[config.mk]
export PLATFORM = sky130hd
export DESIGN_NAME = onchip_sram_port_arbiter
export DESIGN_NICKNAME = d
export VERILOG_FILES = /design/src/rtl/onchip_sram_port_arbiter.sv
export SDC_FILE = /design/constraint.sdc
export NUM_CORES = 1
export LEC_CHECK = 0
export BUFFER_PORTS_ARGS = -buffer_cell sky130_fd_sc_hd__clkbuf_2
export CAP_MARGIN = 20
export CORE_AREA = 2 2 174 176
export CTS_CLUSTER_SIZE = 25
export DETAILED_ROUTE_END_ITERATION = 8
export DIE_AREA = 0 0 176 178
export PLACE_DENSITY = 0.41
export SKIP_LAST_GASP = 1
export SLEW_MARGIN = 20
export SYNTH_ARGS = -nofsm -noshare
export SYNTH_HDL_FRONTEND = slang
export SYNTH_SLANG_ARGS = --single-unit
[constraint.sdc]
create_clock -name clk -period 4.37 [get_ports clk]
set_input_delay 1.311 -clock clk [delete_from_list [all_inputs] [get_ports clk]]
set_output_delay 1.311 -clock clk [all_outputs]
set_load 0.05 [all_outputs]
[src/rtl/onchip_sram_port_arbiter.sv]
// onchip_sram_port_arbiter
// Round-robin arbiter sharing the 64-bit (s2) port of the on-chip SRAM
// between two Avalon-MM masters. Supports single accesses and fixed-length
// incrementing bursts (1..MAX_BURST beats, addresses wrap modulo 2**ADDR_W).
//
// Ports:
//   clk, reset           : clock and synchronous active-high reset
//   mN_address/read/write/burstcount/writedata/byteenable : master N command
//   mN_waitrequest       : command/beat of master N not accepted this cycle
//   mN_readdata/readdatavalid : read return to master N (latency 1)
//   ram_address/chipselect/write/writedata/byteenable/clken : to SRAM s2
//   ram_readdata         : from SRAM s2 (read latency 1)
module onchip_sram_port_arbiter #(
  parameter int ADDR_W    = 6,
  parameter int DATA_W    = 64,
  parameter int BE_W      = 8,
  parameter int BURST_W   = 4,
  parameter int MAX_BURST = 8
) (
  input  logic               clk,
  input  logic               reset,
  input  logic [ADDR_W-1:0]  m0_address,
  input  logic               m0_read,
  input  logic               m0_write,
  input  logic [BURST_W-1:0] m0_burstcount,
  input  logic [DATA_W-1:0]  m0_writedata,
  input  logic [BE_W-1:0]    m0_byteenable,
  output logic               m0_waitrequest,
  output logic [DATA_W-1:0]  m0_readdata,
  output logic               m0_readdatavalid,
  input  logic [ADDR_W-1:0]  m1_address,
  input  logic               m1_read,
  input  logic               m1_write,
  input  logic [BURST_W-1:0] m1_burstcount,
  input  logic [DATA_W-1:0]  m1_writedata,
  input  logic [BE_W-1:0]    m1_byteenable,
  output logic               m1_waitrequest,
  output logic [DATA_W-1:0]  m1_readdata,
  output logic               m1_readdatavalid,
  output logic [ADDR_W-1:0]  ram_address,
  output logic               ram_chipselect,
  output logic               ram_write,
  output logic [DATA_W-1:0]  ram_writedata,
  output logic [BE_W-1:0]    ram_byteenable,
  output logic               ram_clken,
  input  logic [DATA_W-1:0]  ram_readdata
);

  typedef enum logic [1:0] {IDLE, WR_BURST, RD_BURST} state_t;

  state_t               state_q, state_d;
  logic                 last_grant_q, last_grant_d;
  logic                 owner_q, owner_d;
  logic [BURST_W-1:0]   beats_q, beats_d;   // beats still to issue after current
  logic [ADDR_W-1:0]    addr_q, addr_d;     // address of next burst beat
  logic                 rv_valid_q, rv_valid_d;
  logic                 rv_tag_q, rv_tag_d;

  // Per-master views indexed by master number.
  logic [1:0]           rd_req, wr_req, req, accept;
  logic [ADDR_W-1:0]    m_addr [2];
  logic [BURST_W-1:0]   m_bc   [2];
  logic [DATA_W-1:0]    m_wd   [2];
  logic [BE_W-1:0]      m_be   [2];

  logic                 gnt;
  logic [BURST_W-1:0]   gnt_beats;
  logic                 issue, issue_we, issue_tag;

  assign rd_req    = {m1_read, m0_read};
  assign wr_req    = {m1_write, m0_write};
  assign req       = rd_req | wr_req;
  assign m_addr[0] = m0_address;    assign m_addr[1] = m1_address;
  assign m_bc[0]   = m0_burstcount; assign m_bc[1]   = m1_burstcount;
  assign m_wd[0]   = m0_writedata;  assign m_wd[1]   = m1_writedata;
  assign m_be[0]   = m0_byteenable; assign m_be[1]   = m1_byteenable;

  function automatic logic [BURST_W-1:0] clamp_beats(input logic [BURST_W-1:0] bc);
    if (bc == '0)
      return BURST_W'(1);
    else if (bc > BURST_W'(MAX_BURST))
      return BURST_W'(MAX_BURST);
    else
      return bc;
  endfunction

  // On a tie the master not granted last wins; a lone requester always wins.
  assign gnt       = (&req) ? ~last_grant_q : req[1];
  assign gnt_beats = clamp_beats(m_bc[gnt]);

  // State register
  always_ff @(posedge clk) begin
    if (reset) begin
      state_q      <= IDLE;
      last_grant_q <= 1'b1;
      owner_q      <= 1'b0;
      beats_q      <= '0;
      addr_q       <= '0;
      rv_valid_q   <= 1'b0;
      rv_tag_q     <= 1'b0;
    end else begin
      state_q      <= state_d;
      last_grant_q <= last_grant_d;
      owner_q      <= owner_d;
      beats_q      <= beats_d;
      addr_q       <= addr_d;
      rv_valid_q   <= rv_valid_d;
      rv_tag_q     <= rv_tag_d;
    end
  end

  // Next-state logic
  always_comb begin
    state_d      = state_q;
    last_grant_d = last_grant_q;
    owner_d      = owner_q;
    beats_d      = beats_q;
    addr_d       = addr_q;
    case (state_q)
      IDLE: begin
        if (|req) begin
          last_grant_d = gnt;
          owner_d      = gnt;
          addr_d       = m_addr[gnt] + ADDR_W'(1);
          beats_d      = gnt_beats - BURST_W'(1);
          if (gnt_beats > BURST_W'(1))
            state_d = wr_req[gnt] ? WR_BURST : RD_BURST;
        end
      end
      RD_BURST: begin
        addr_d  = addr_q + ADDR_W'(1);
        beats_d = beats_q - BURST_W'(1);
        if (beats_q == BURST_W'(1))
          state_d = IDLE;
      end
      WR_BURST: begin
        // A beat only advances when the owner actually presents write data.
        if (wr_req[owner_q]) begin
          addr_d  = addr_q + ADDR_W'(1);
          beats_d = beats_q - BURST_W'(1);
          if (beats_q == BURST_W'(1))
            state_d = IDLE;
        end
      end
      default: state_d = IDLE;
    endcase
  end

  // Output logic. Nothing is issued while reset is high so a burst is cut
  // off in the very cycle reset is seen.
  always_comb begin
    issue          = 1'b0;
    issue_we       = 1'b0;
    issue_tag      = gnt;
    accept         = '0;
    ram_address    = addr_q;
    ram_writedata  = '0;
    ram_byteenable = '1;
    if (!reset) begin
      case (state_q)
        IDLE: begin
          if (|req) begin
            issue          = 1'b1;
            issue_we       = wr_req[gnt];   // read+write counts as write
            ram_address    = m_addr[gnt];
            ram_writedata  = m_wd[gnt];
            ram_byteenable = m_be[gnt];
            accept[gnt]    = 1'b1;
          end
        end
        RD_BURST: begin
          issue     = 1'b1;
          issue_tag = owner_q;
        end
        WR_BURST: begin
          issue_tag = owner_q;
          if (wr_req[owner_q]) begin
            issue           = 1'b1;
            issue_we        = 1'b1;
            ram_writedata   = m_wd[owner_q];
            ram_byteenable  = m_be[owner_q];
            accept[owner_q] = 1'b1;
          end
        end
        default: ;
      endcase
    end
  end

  // One-stage return pipe matching the RAM read latency.
  assign rv_valid_d = issue & ~issue_we;
  assign rv_tag_d   = issue_tag;

  assign ram_chipselect   = issue;
  assign ram_write        = issue_we;
  assign ram_clken        = 1'b1;

  assign m0_waitrequest   = req[0] & ~accept[0] & ~reset;
  assign m1_waitrequest   = req[1] & ~accept[1] & ~reset;
  assign m0_readdata      = ram_readdata;
  assign m1_readdata      = ram_readdata;
  assign m0_readdatavalid = rv_valid_q & ~rv_tag_q & ~reset;
  assign m1_readdatavalid = rv_valid_q &  rv_tag_q & ~reset;

endmodule
==> results_dict.tcl <==
set metrics [dict create \
    clock_latency_ns 0.25 \
    critical_path.slowest_cell "nor4_4" \
    hp-start "addr_q[1]" \
    synth_top_area_share_pct 28.5 \
    start_util_pct 12.1 \
    max-cap-violations 0 \
    slowest_delay_ns 0.31 \
    met2_usage_pct 19.6 \
    drcViolationCount 0 \
    num_io_pins 447 \
    skew_ns 0.00242 \
    ir_drop_mv 0.259 \
    nNetsFinal 876 \
    period_minus_slack_ns 4.29 \
    r2r-end "state_q[0]" \
    path_common_cell "buf_4" \
    reg2reg_slack_ns 1.96 \
    status "complete, no violations" \
    crit_fanout 9 \
    synthTopCellsByArea "buf_4 (28%), a22oi_1 (13%), nor2_1 (9.9%), dfxtp_1 (9.0%), ha_1 (3.2%)" \
    crit_type "in2out" \
    critPathLaunchType "primary input" \
    hpwl_mm 16.2 \
    die_x_um 176 \
    place_inst 1016 \
    gp_congestion 0.816 \
    hold_end "addr_q[1]" \
    min_period_over_period_pct 98.2 \
    mostFrequentLayoutCells "clkbuf_2 (215), a22oi_1 (64), nor2_2 (53)" \
    synth_edf_count 0 \
    min_path_cells 2 \
    leakage_uw 0.00221 \
    ctsHoldBuffers 0 \
    placed_area_um2 4700 \
    cts.reportedPaths.clkPinSlew_ns 0.05 \
    postLayoutCellArea_um2 4910 \
    num_vias 3999 \
    die_area_um2 31300 \
    worst_slack_ns 0.0783 \
    p_per_area_nw_per_um2 750 \
    grt_pass1_vias 3751 \
    cp_cell_sequence "clkbuf_2, nor4_4, nand2b_4, o21ai_4, buf_4, buf_4, a22oi_1, nor2_2, buf_12" \
    antenna_found_initial 3 \
    die_h_um 178 \
    coreArea_um2 29400 \
    synth_seq_area_share_pct 9.00 \
    met1_usage_pct 12.5 \
    arrival_ns 2.98 \
    drive_gt1_share_pct 60.1 \
    fill_cells 3393 \
    grt_overflow_total 0 \
    numCtsBuffers 3 \
    wl_mm 19.0 \
    vias_per_cell 3.91 \
    cts-root-buf "clkbuf_16" \
    layout.cells.non_filler 1023 \
    grt_most_used_layer "met2" \
    setup_viol 0 \
    dp_slack_ns -0.0866 \
    clk_path_buf_depth 2 \
    yosysUniqueCellTypes 56 \
    rr_worst_depth 10 \
    min_path_type "reg2reg" \
    end_kind "output pin" \
    rsz0062_at_grt "false" \
    drt_first_pass_iters 4 \
    final_util_pct 16.7 \
    netlist_area_um2 3560 \
    clkSinkCount 16 \
    synthFlopType "dfxtp_1" \
    worst_pin_slew_ns 0.747 \
    ys_ff_latch 16 \
    grt_pass1_wl_mm 25.7 \
    grtUsageTotal_pct 11.1 \
    syn_nets 758 \
    reg2reg_from "last_grant_q" \
    final_common_cell "clkbuf_2" \
    ys_async_sr_fraction_pct 0 \
    fp-row-count 63 \
    yosys_warnings 0 \
    max_freq_mhz 233 \
    post_drt_wl_per_cell_um 18.6 \
    gr-usage-met3_pct 3.82 \
    synth_top_cell_by_area "buf_4" \
    syn_avg_cell_area_um2 6.91 \
    area.growth.synth_to_final_pct 37.9 \
    grt_max_degree 37 \
    finalHoldViolCount 0 \
    relSlewSlack_pct 50.2 \
    cp.required_ns 3.06 \
    drt_iter0_markers 193 \
    synthCells 515 \
    cts_tree "built" \
    port_buffers 253 \
    drtAntennaViolNets 0 \
    cts_max_level 1 \
    slew_violations 0 \
]
what timing repair did:
| action | 4_1_cts | 5_1_grt |
|---|---|---|
| gates resized for setup | 3 | 56 |
| setup buffers | 1 | 0 |
| gates cloned | 1 | 0 |
| pin swaps | 1 | 1 |
| endpoints found under the setup margin | 6 | 48 |
per-stage QoR:
stage          hold slack, ns  power (uW)  TNS, ns
2_1_floorplan           0.445        2840        0
3_3_place_gp            0.473        3410   -0.208
3_5_place_dp            0.478        3420   -0.255
4_1_cts                 0.484        3710        0
5_1_grt                 0.531        3930        0
6_report                0.481        3680        0
kinds of logic after synthesis:
logic type / synth area share, %
AND/OR/NAND/NOR: 20.8
XOR/XNOR: 0.738
multiplexers: 4.74
adder cells (fa/ha/maj): 3.16
other: 0.105
flip-flops: 9.00
AO/OA/AOI/OAI: 27.9
buffers and inverters: 33.6
cells in the mapped netlist, types with 2 or more instances:
library cell / count
xnor2_1: 2
o21ai_1: 5
nand2b_1: 4
nor2_1: 94
a31oi_1: 11
o21ai_0: 6
mux2i_1: 3
and2b_2: 4
clkbuf_1: 16
a21oi_4: 2
a21oi_2: 4
buf_4: 135
a22oi_1: 64
o21bai_1: 2
ha_1: 9
buf_2: 10
inv_1: 8
a211o_1: 3
nor4_1: 3
nor3_1: 11
o31ai_1: 8
nand3_1: 5
a21oi_1: 15
a211oi_1: 6
or3_1: 3
mux2_2: 8
nor3b_1: 2
dfxtp_1: 16
nand4b_1: 2
nand2_1: 23
nand3b_1: 2
buf_6: 3
nor2b_1: 3
worst max path at each step:
| stage | cells past startpoint | start | to | slack, ns |
|---|---|---|---|---|
| 2_1_floorplan | 6 | m0_write | ram_chipselect | 0.04 |
| 3_3_place_gp | 9 | m0_write | ram_writedata[4] | -0.08 |
| 3_5_place_dp | 9 | m0_write | ram_writedata[13] | -0.09 |
| 5_1_grt | 9 | m1_write | ram_writedata[40] | 0.01 |
| 6_report | 9 | m1_write | ram_writedata[40] | 0.08 |
| 4_1_cts | 9 | m0_write | ram_writedata[13] | 0.003 |
metal layers:
layer / vias to the layer above / wire length (um) / part of all wire [%]
li1: 1908 / - / -
met1: 1799 / 7220 / 38
met2: 261 / 9500 / 50
met3: 27 / 1840 / 9.7
met4: 4 / 398 / 2.1
met5: - / 23 / 0.12
registers in the layout (all words and copies together), names as in the netlist:
| signal | count |
|---|---|
| state_q | 2 |
| rv_tag_q | 1 |
| last_grant_q | 1 |
| owner_q | 1 |
| rv_valid_q | 1 |
| beats_q | 4 |
| addr_q | 6 |
final cells by class:
cell class	instances	area, um2	share of cell area [%]
diodes	1	2.50	0.0510
clock buffers	4	88.8	1.81
inverters	9	33.8	0.688
multi-input cells	325	2300	46.9
flip-flops and latches	16	320	6.52
well taps	390	488	9.94
repair buffers	278	1680	34.1
critical path, delay by kind of cell:
kind / cells / cell delay [ns]
AO/OA/AOI/OAI: 2 / 0.41
buffers and inverters: 4 / 0.64
AND/OR/NAND/NOR: 3 / 0.59
where the power goes:
group	switching [uW]	internal (uW)	leakage, uW
clock network	59.0	139	0.0000442
registers	62.9	208	0.000133
logic	2170	1040	0.00203
(Power assumes the default switching activity.)
